**config.mk**
```make
export PLATFORM = sky130hd
export DESIGN_NAME = bsg_manycore_io_reset_seq
export DESIGN_NICKNAME = d
export VERILOG_FILES = /design/src/rtl/bsg_manycore_io_reset_seq.sv
export SDC_FILE = /design/constraint.sdc
export NUM_CORES = 1
export LEC_CHECK = 0
export CORE_MARGIN = 2
export CORE_UTILIZATION = 50
export CTS_CLUSTER_SIZE = 40
export DETAILED_ROUTE_END_ITERATION = 8
export GPL_TIMING_DRIVEN = 1
export PLACE_DENSITY = 0.76
export SYNTH_ARGS = -nofsm -noshare
export SYNTH_HDL_FRONTEND = slang
export SYNTH_SLANG_ARGS = --single-unit
```
**constraint.sdc**
```tcl
create_clock -name clk_i -period 10 [get_ports clk_i]
set_input_delay 3 -clock clk_i [delete_from_list [all_inputs] [get_ports clk_i]]
set_output_delay 3 -clock clk_i [all_outputs]
set_load 0.05 [all_outputs]
```
**src/rtl/bsg_manycore_io_reset_seq.sv**
```systemverilog
// rtl/bsg_manycore_io_reset_seq.sv - staggered multi-channel reset sequencer with done tracking and timeout
//
// Purpose: holds every channel (pod) in reset for hold_cycles_p cycles. It then releases
// the channels one at a time, release_stagger_p cycles apart, and collects a sticky done
// flag from each released channel. Once all flags are seen and reset_depth_p settle cycles
// have passed, it releases the host and starts a free-running cycle counter. If the flags
// do not all arrive within timeout_cycles_p cycles, it parks in a sticky error state.
//
// Ports:
//   clk_i, reset_i  clock, asynchronous active-high reset
//   sw_reset_i      synchronous restart, highest priority
//   tag_done_i      per-channel done level, only sampled once the channel is released
//   chan_reset_o    per-channel core reset (active-high)
//   host_reset_o    host/IO reset, always ~ready_o
//   ready_o         all channels released, done and settled
//   error_o         sticky timeout flag
//   done_r_o        sticky per-channel done status
//   ctr_r_o         cycles since ready_o rose
//
// Optional: define BSG_MANYCORE_IO_RESET_SEQ_TRACE_EN to print state transitions and
// per-channel done-capture latency (simulation only).
module bsg_manycore_io_reset_seq #(
    parameter int num_channels_p    = 4,
    parameter int hold_cycles_p     = 4,
    parameter int release_stagger_p = 2,
    parameter int reset_depth_p     = 3,
    parameter int timeout_cycles_p  = 1024,
    parameter int ctr_width_p       = 64
) (
    input  logic                      clk_i,
    input  logic                      reset_i,
    input  logic                      sw_reset_i,
    input  logic [num_channels_p-1:0] tag_done_i,
    output logic [num_channels_p-1:0] chan_reset_o,
    output logic                      host_reset_o,
    output logic                      ready_o,
    output logic                      error_o,
    output logic [num_channels_p-1:0] done_r_o,
    output logic [ctr_width_p-1:0]    ctr_r_o
);

    typedef enum logic [2:0] {
        S_HOLD,
        S_RELEASE,
        S_WAIT_DONE,
        S_SETTLE,
        S_READY,
        S_ERROR
    } state_e;

    state_e                    state_q, state_d;
    logic [31:0]               hold_cnt_q, hold_cnt_d;
    logic [31:0]               stag_cnt_q, stag_cnt_d;
    logic [31:0]               rel_idx_q, rel_idx_d;
    logic [31:0]               tmo_cnt_q, tmo_cnt_d;
    logic [31:0]               settle_cnt_q, settle_cnt_d;
    logic [num_channels_p-1:0] chan_reset_q, chan_reset_d;
    logic [num_channels_p-1:0] done_r_q, done_r_d;
    logic                      ready_q, ready_d;
    logic                      host_reset_q, host_reset_d;
    logic                      error_q, error_d;
    logic [ctr_width_p-1:0]    ctr_q, ctr_d;
    logic                      all_done_q, all_done_d;

    always_comb begin
        state_d      = state_q;
        hold_cnt_d   = hold_cnt_q;
        stag_cnt_d   = stag_cnt_q;
        rel_idx_d    = rel_idx_q;
        tmo_cnt_d    = tmo_cnt_q;
        settle_cnt_d = settle_cnt_q;
        chan_reset_d = chan_reset_q;
        done_r_d     = done_r_q;
        ready_d      = ready_q;
        error_d      = error_q;
        ctr_d        = ctr_q;

        // A done level only counts once its channel is out of reset.
        if (state_q != S_READY) begin
            done_r_d = done_r_q | (tag_done_i & ~chan_reset_q);
        end
        all_done_q = &done_r_q;
        all_done_d = &done_r_d;

        case (state_q)
            S_HOLD: begin
                if (hold_cnt_q == 32'(hold_cycles_p - 1)) begin
                    chan_reset_d[0] = 1'b0;
                    rel_idx_d       = 32'd1;
                    stag_cnt_d      = '0;
                    state_d         = S_RELEASE;
                end else begin
                    hold_cnt_d = hold_cnt_q + 32'd1;
                end
            end
            S_RELEASE: begin
                // rel_idx_q is the next channel to release.
                if (rel_idx_q == 32'(num_channels_p)) begin
                    tmo_cnt_d = '0;
                    state_d   = S_WAIT_DONE;
                end else if (stag_cnt_q + 32'd1 == 32'(release_stagger_p)) begin
                    for (int c = 0; c < num_channels_p; c++) begin
                        if (rel_idx_q == 32'(c)) chan_reset_d[c] = 1'b0;
                    end
                    rel_idx_d  = rel_idx_q + 32'd1;
                    stag_cnt_d = '0;
                end else begin
                    stag_cnt_d = stag_cnt_q + 32'd1;
                end
            end
            S_WAIT_DONE: begin
                // The settle count runs from the capture edge. A flag captured on
                // the entry edge has already used one settle cycle.
                if (all_done_q) begin
                    if (reset_depth_p == 1) begin
                        ready_d = 1'b1;
                        state_d = S_READY;
                    end else begin
                        settle_cnt_d = 32'd1;
                        state_d      = S_SETTLE;
                    end
                end else if (all_done_d) begin
                    settle_cnt_d = '0;
                    state_d      = S_SETTLE;
                end else begin
                    tmo_cnt_d = tmo_cnt_q + 32'd1;
                    if (timeout_cycles_p != 0 && tmo_cnt_d == 32'(timeout_cycles_p)) begin
                        error_d = 1'b1;
                        state_d = S_ERROR;
                    end
                end
            end
            S_SETTLE: begin
                if (settle_cnt_q + 32'd1 == 32'(reset_depth_p)) begin
                    ready_d = 1'b1;
                    state_d = S_READY;
                end else begin
                    settle_cnt_d = settle_cnt_q + 32'd1;
                end
            end
            S_READY: begin
                ctr_d = ctr_q + ctr_width_p'(1);
            end
            default: begin
                // S_ERROR: parked until restart.
            end
        endcase

        host_reset_d = ~ready_d;

        if (sw_reset_i) begin
            state_d      = S_HOLD;
            hold_cnt_d   = '0;
            stag_cnt_d   = '0;
            rel_idx_d    = '0;
            tmo_cnt_d    = '0;
            settle_cnt_d = '0;
            chan_reset_d = '1;
            done_r_d     = '0;
            ready_d      = 1'b0;
            host_reset_d = 1'b1;
            error_d      = 1'b0;
            ctr_d        = '0;
        end
    end

    always_ff @(posedge clk_i or posedge reset_i) begin
        if (reset_i) begin
            state_q      <= S_HOLD;
            hold_cnt_q   <= '0;
            stag_cnt_q   <= '0;
            rel_idx_q    <= '0;
            tmo_cnt_q    <= '0;
            settle_cnt_q <= '0;
            chan_reset_q <= '1;
            done_r_q     <= '0;
            ready_q      <= 1'b0;
            host_reset_q <= 1'b1;
            error_q      <= 1'b0;
            ctr_q        <= '0;
        end else begin
            state_q      <= state_d;
            hold_cnt_q   <= hold_cnt_d;
            stag_cnt_q   <= stag_cnt_d;
            rel_idx_q    <= rel_idx_d;
            tmo_cnt_q    <= tmo_cnt_d;
            settle_cnt_q <= settle_cnt_d;
            chan_reset_q <= chan_reset_d;
            done_r_q     <= done_r_d;
            ready_q      <= ready_d;
            host_reset_q <= host_reset_d;
            error_q      <= error_d;
            ctr_q        <= ctr_d;
        end
    end

    assign chan_reset_o = chan_reset_q;
    assign host_reset_o = host_reset_q;
    assign ready_o      = ready_q;
    assign error_o      = error_q;
    assign done_r_o     = done_r_q;
    assign ctr_r_o      = ctr_q;

`ifdef BSG_MANYCORE_IO_RESET_SEQ_TRACE_EN
    // lat_q[c] counts edges since channel c left reset.
    logic [31:0] lat_q [num_channels_p];

    always_ff @(posedge clk_i or posedge reset_i) begin
        if (reset_i) begin
            for (int c = 0; c < num_channels_p; c++) lat_q[c] <= '0;
        end else begin
            if (state_d != state_q) begin
                $display("%0t: reset_seq %s -> %s", $time, state_q.name(), state_d.name());
            end
            for (int c = 0; c < num_channels_p; c++) begin
                if (sw_reset_i || chan_reset_q[c]) lat_q[c] <= '0;
                else lat_q[c] <= lat_q[c] + 32'd1;
                if (!sw_reset_i && done_r_d[c] && !done_r_q[c]) begin
                    $display("%0t: reset_seq ch %0d done, latency %0d", $time, c, lat_q[c] + 32'd1);
                end
            end
        end
    end
`endif

endmodule

```
==> summary.txt <==
Die H = 173 um
Antenna Cells = 0
Detailed Routing Iterations Pass 1 = 5
Area of the mapped netlist = 0.0142 sq mm
Detailed placement HPWL = 22.7 mm
Maximum number of pins on one net before global-route repair = 113
Highest net fanout along the worst path = 32
Run status = finished, final reports clean
Share of async-settable or async-resettable flops after synthesis = 100%
Family with the most delay on the worst path = compound AO/OA/AOI/OAI gates
Power density relative to cell area = 138 mW/mm^2
Area share of the leading cell type in the synthesized netlist = 40.9%
Post-layout power = 2.21 mW
Final design instance area without fill = 0.0160 sq mm
Final worst slack = 4.90 ns
Net count of the finished layout = 1703
Most used standard cell by instance count after synthesis = dfrtp_1
Max-cap check violation count = 0
Instance area at placement = 0.0152 sq mm
Total of fill cells in the finished design = 2470
Count of input and output buffers = 81
Max-slew violation count = 0
Cell count after synthesis = 1666
Crit path arrival time = 5.55 ns
TritonCTS clock tree = built
Congestion Overflow GR = 0
Place WS = 4.42 ns
Sinks on the clock net = 238
Sequence of cells on the critical path = clkdlybuf4s50_1 > a31oi_1 > nor4_1 > o22ai_1 > a21oi_2 > buf_4 > o21ai_0 > o31ai_1
Start point of the critical path = tag_done_i[0]
Count of warnings emitted by yosys = 0
# resized after CTS = 0
Post-synthesis cell type count = 82
Launch instance of the worst register-to-register path = stag_cnt_q[0]$_DFFE_PP0P_
Share of post-route cells with drive strength above 1 = 5.63%
Category of the worst setup path launch point = input port
Launch instance of the worst min-delay path = stag_cnt_q[31]$_DFFE_PP0P_
Starting utilization of the core area = 51.0%
Floorplan Core Area = 0.0279 sq mm
Boundary Pins = 82
Number of enable flip-flop cells after synthesis = 0
Combined global-route utilization of all metal layers = 22.7%
Post-synth top area cell = dfrtp_1
Total die area = 0.0299 sq mm
Kind of path behind the tightest hold check = reg -> reg
First-pass GRT wire length = 58.8 mm
Count of hold buffers inserted by post-cts repair = 0
Final setup violation count = 0
Syn-to-layout area delta = 12.6%
Final weighted congestion in routability-driven placement = 0.846
Largest buffer count on any clock path = 3
Drt wl/cell = 16.6 um
DRC violation count after routing = 0
Iter 0 DRT Violations = 1048
Worst slew margin = 24.0%
Ranking of synthesized cells by instance count = 233 x dfrtp_1, 200 x nor2_1, 158 x nand2_1
Root buf cell = clkbuf_16
Register clock-pin slew on the reported worst setup and hold paths = 0.06 ns
Area of the multi-input gates = 0.00773 sq mm
Longest individual stage delay on the worst path = 0.84 ns
Site row count = 61
Antenna violations before repair = 0
Final ANT Viol Nets = 0
Kind of end point of the critical path = flip-flop
RSZ-0062 raised after global routing = no
Count of state elements after synthesis = 238
Total wire length after detailed routing = 34.6 mm
Static leakage power = 6.51 nW
Share of the yosys chip area belonging to registers = 41.8%
Worst-margin pin slew = 1.14 ns
Post-route clock period utilization = 51.0%
Overall die width = 173 um
Latest clock arrival within the worst-skew pair = 0.56 ns
Main synth FF type = dfrtp_1
VDD IR-drop max = 120 uV
Top cells by area in the synthesized netlist = dfrtp_1 41%, xor2_1 5.7%, nor2_1 5.3%
Count of buffers added by post-CTS timing repair for setup = 0
Setup TNS = 0 ns
CP max-delay cell = nor4_1
Number of hold-slack violations in the final timing report = 0
Number of levels the H-tree was split into = 1
Highest Clock Rate = 196 MHz
Via density = 6.09
Data required time at the worst endpoint = 10.45 ns
Via count of the first global-routing pass = 11843
Vias = 12684
Post-synth net total = 1685
Average footprint of a synthesized cell = 8.55 sq um
Classification of the worst setup path = in -> reg
Combined flip-flop and latch cell area = 0.00596 sq mm
TritonCTS Buffers = 27
Bufs and invs on worst path = 2
Clock period minus final worst setup slack = 5.10 ns
Final setup skew = 0.0180 ns
## through the flow
| step | hold WS, ns | util, % | std cells |
|---|---|---|---|
| 2_1_floorplan | 0.454 | - | 1666 |
| 3_3_place_gp | 0.482 | 54.4 | 2033 |
| 3_5_place_dp | 0.495 | 54.4 | 2033 |
| 4_1_cts | 0.500 | 57.4 | 2082 |
| 5_1_grt | 0.529 | 57.4 | 2082 |
| 6_report | 0.501 | 57.4 | 2082 |
## worst reg2reg max path, delay by kind of cell (launching register included)
kind / cells / cell delay (ns)
compound gates: 5 / 1.70
simple gates: 4 / 1.57
buf+inv: 1 / 0.51
flops: 1 / 0.47
fa+ha+maj: 1 / 0.30
## cell type report
cell class	instances	share of cell area [%]
Multi-Input combinational cell	1288	48.2
Sequential cell	238	37.2
Timing Repair Buffer	90	5.46
Clock buffer	35	4.58
Tap cell	378	2.95
Inverter	39	0.959
Clock inverter	14	0.725
## where the power goes
group	switching, mW	internal, mW	total (mW)	leakage, nW
clock	0.412	0.547	0.959	0.427
sequential	0.0266	0.977	1.00	3.30
combinational	0.188	0.0643	0.252	2.78
total	0.626	1.59	2.21	6.51
## final timing paths
kind                                               to  slack [ns]  depth (start not counted)
setup reg to reg             rel_idx_q[0]$_DFFE_PP0P_        5.39                         11
max in group asynchronous   rel_idx_q[17]$_DFFE_PP0P_        5.59                          3
hold reg to reg            stag_cnt_q[31]$_DFFE_PP0P_        0.50                          1
hold / removal             stag_cnt_q[31]$_DFFE_PP0P_        0.50                          1
setup / recovery            tmo_cnt_q[16]$_DFFE_PP0P_        4.90                          8
min in group asynchronous     ctr_r_o[47]$_DFFE_PP0P_        3.01                          2
## kinds of logic (layout without fill, tap and decap cells)
logic type,Yosys count,count (layout),share of synthesized area [%]
AOI/OAI and AO/OA,328,328,14.6
buffers and inverters,140,178,4.17
muxes,16,16,1.12
xor gates and xnor gates,129,129,7.93
adders and majority gates,12,12,1.05
DFF,238,238,41.8
and+or+nand+nor,803,803,29.3
## cell usage in the layout, fill, tap and decap left out, types with 11 or more instances in the layout
cell type,count
and4_1,14
xor2_1,93
and2_1,20
nand2_1,158
nand3_1,100
and3_1,46
or3_1,30
clkbuf_16,27
ha_1,12
dfrtp_1,233
o21ai_1,11
nor2_1,200
o21ai_0,114
a22o_1,12
nand4_1,79
xnor2_1,36
mux2i_1,16
a21oi_1,62
a31oi_1,15
nor3_1,47
clkdlybuf4s50_1,80
o31ai_1,18
a21o_1,18
inv_1,37
nor4_1,37
## flip-flops by register name, summed over array words and instances (netlist names)
register and cells:
stag_cnt_q 32, ready_o 1, done_r_o 4, rel_idx_q 32
settle_cnt_q 32, state_q 3, ctr_r_o 64, hold_cnt_q 32
tmo_cnt_q 32, error_o 1, chan_reset_o 4, host_reset_o 1
## layer usage
metal | global-route usage (%) | routed length [um] | vias up
met5 | 0 | 0 | -
met4 | 5.33 | 576 | 0
li1 | - | - | 6063
met3 | 3.23 | 2060 | 41
met2 | 36.5 | 16200 | 393
met1 | 32.5 | 15700 | 6187
No activity file was read; power rests on OpenSTA's default activity.
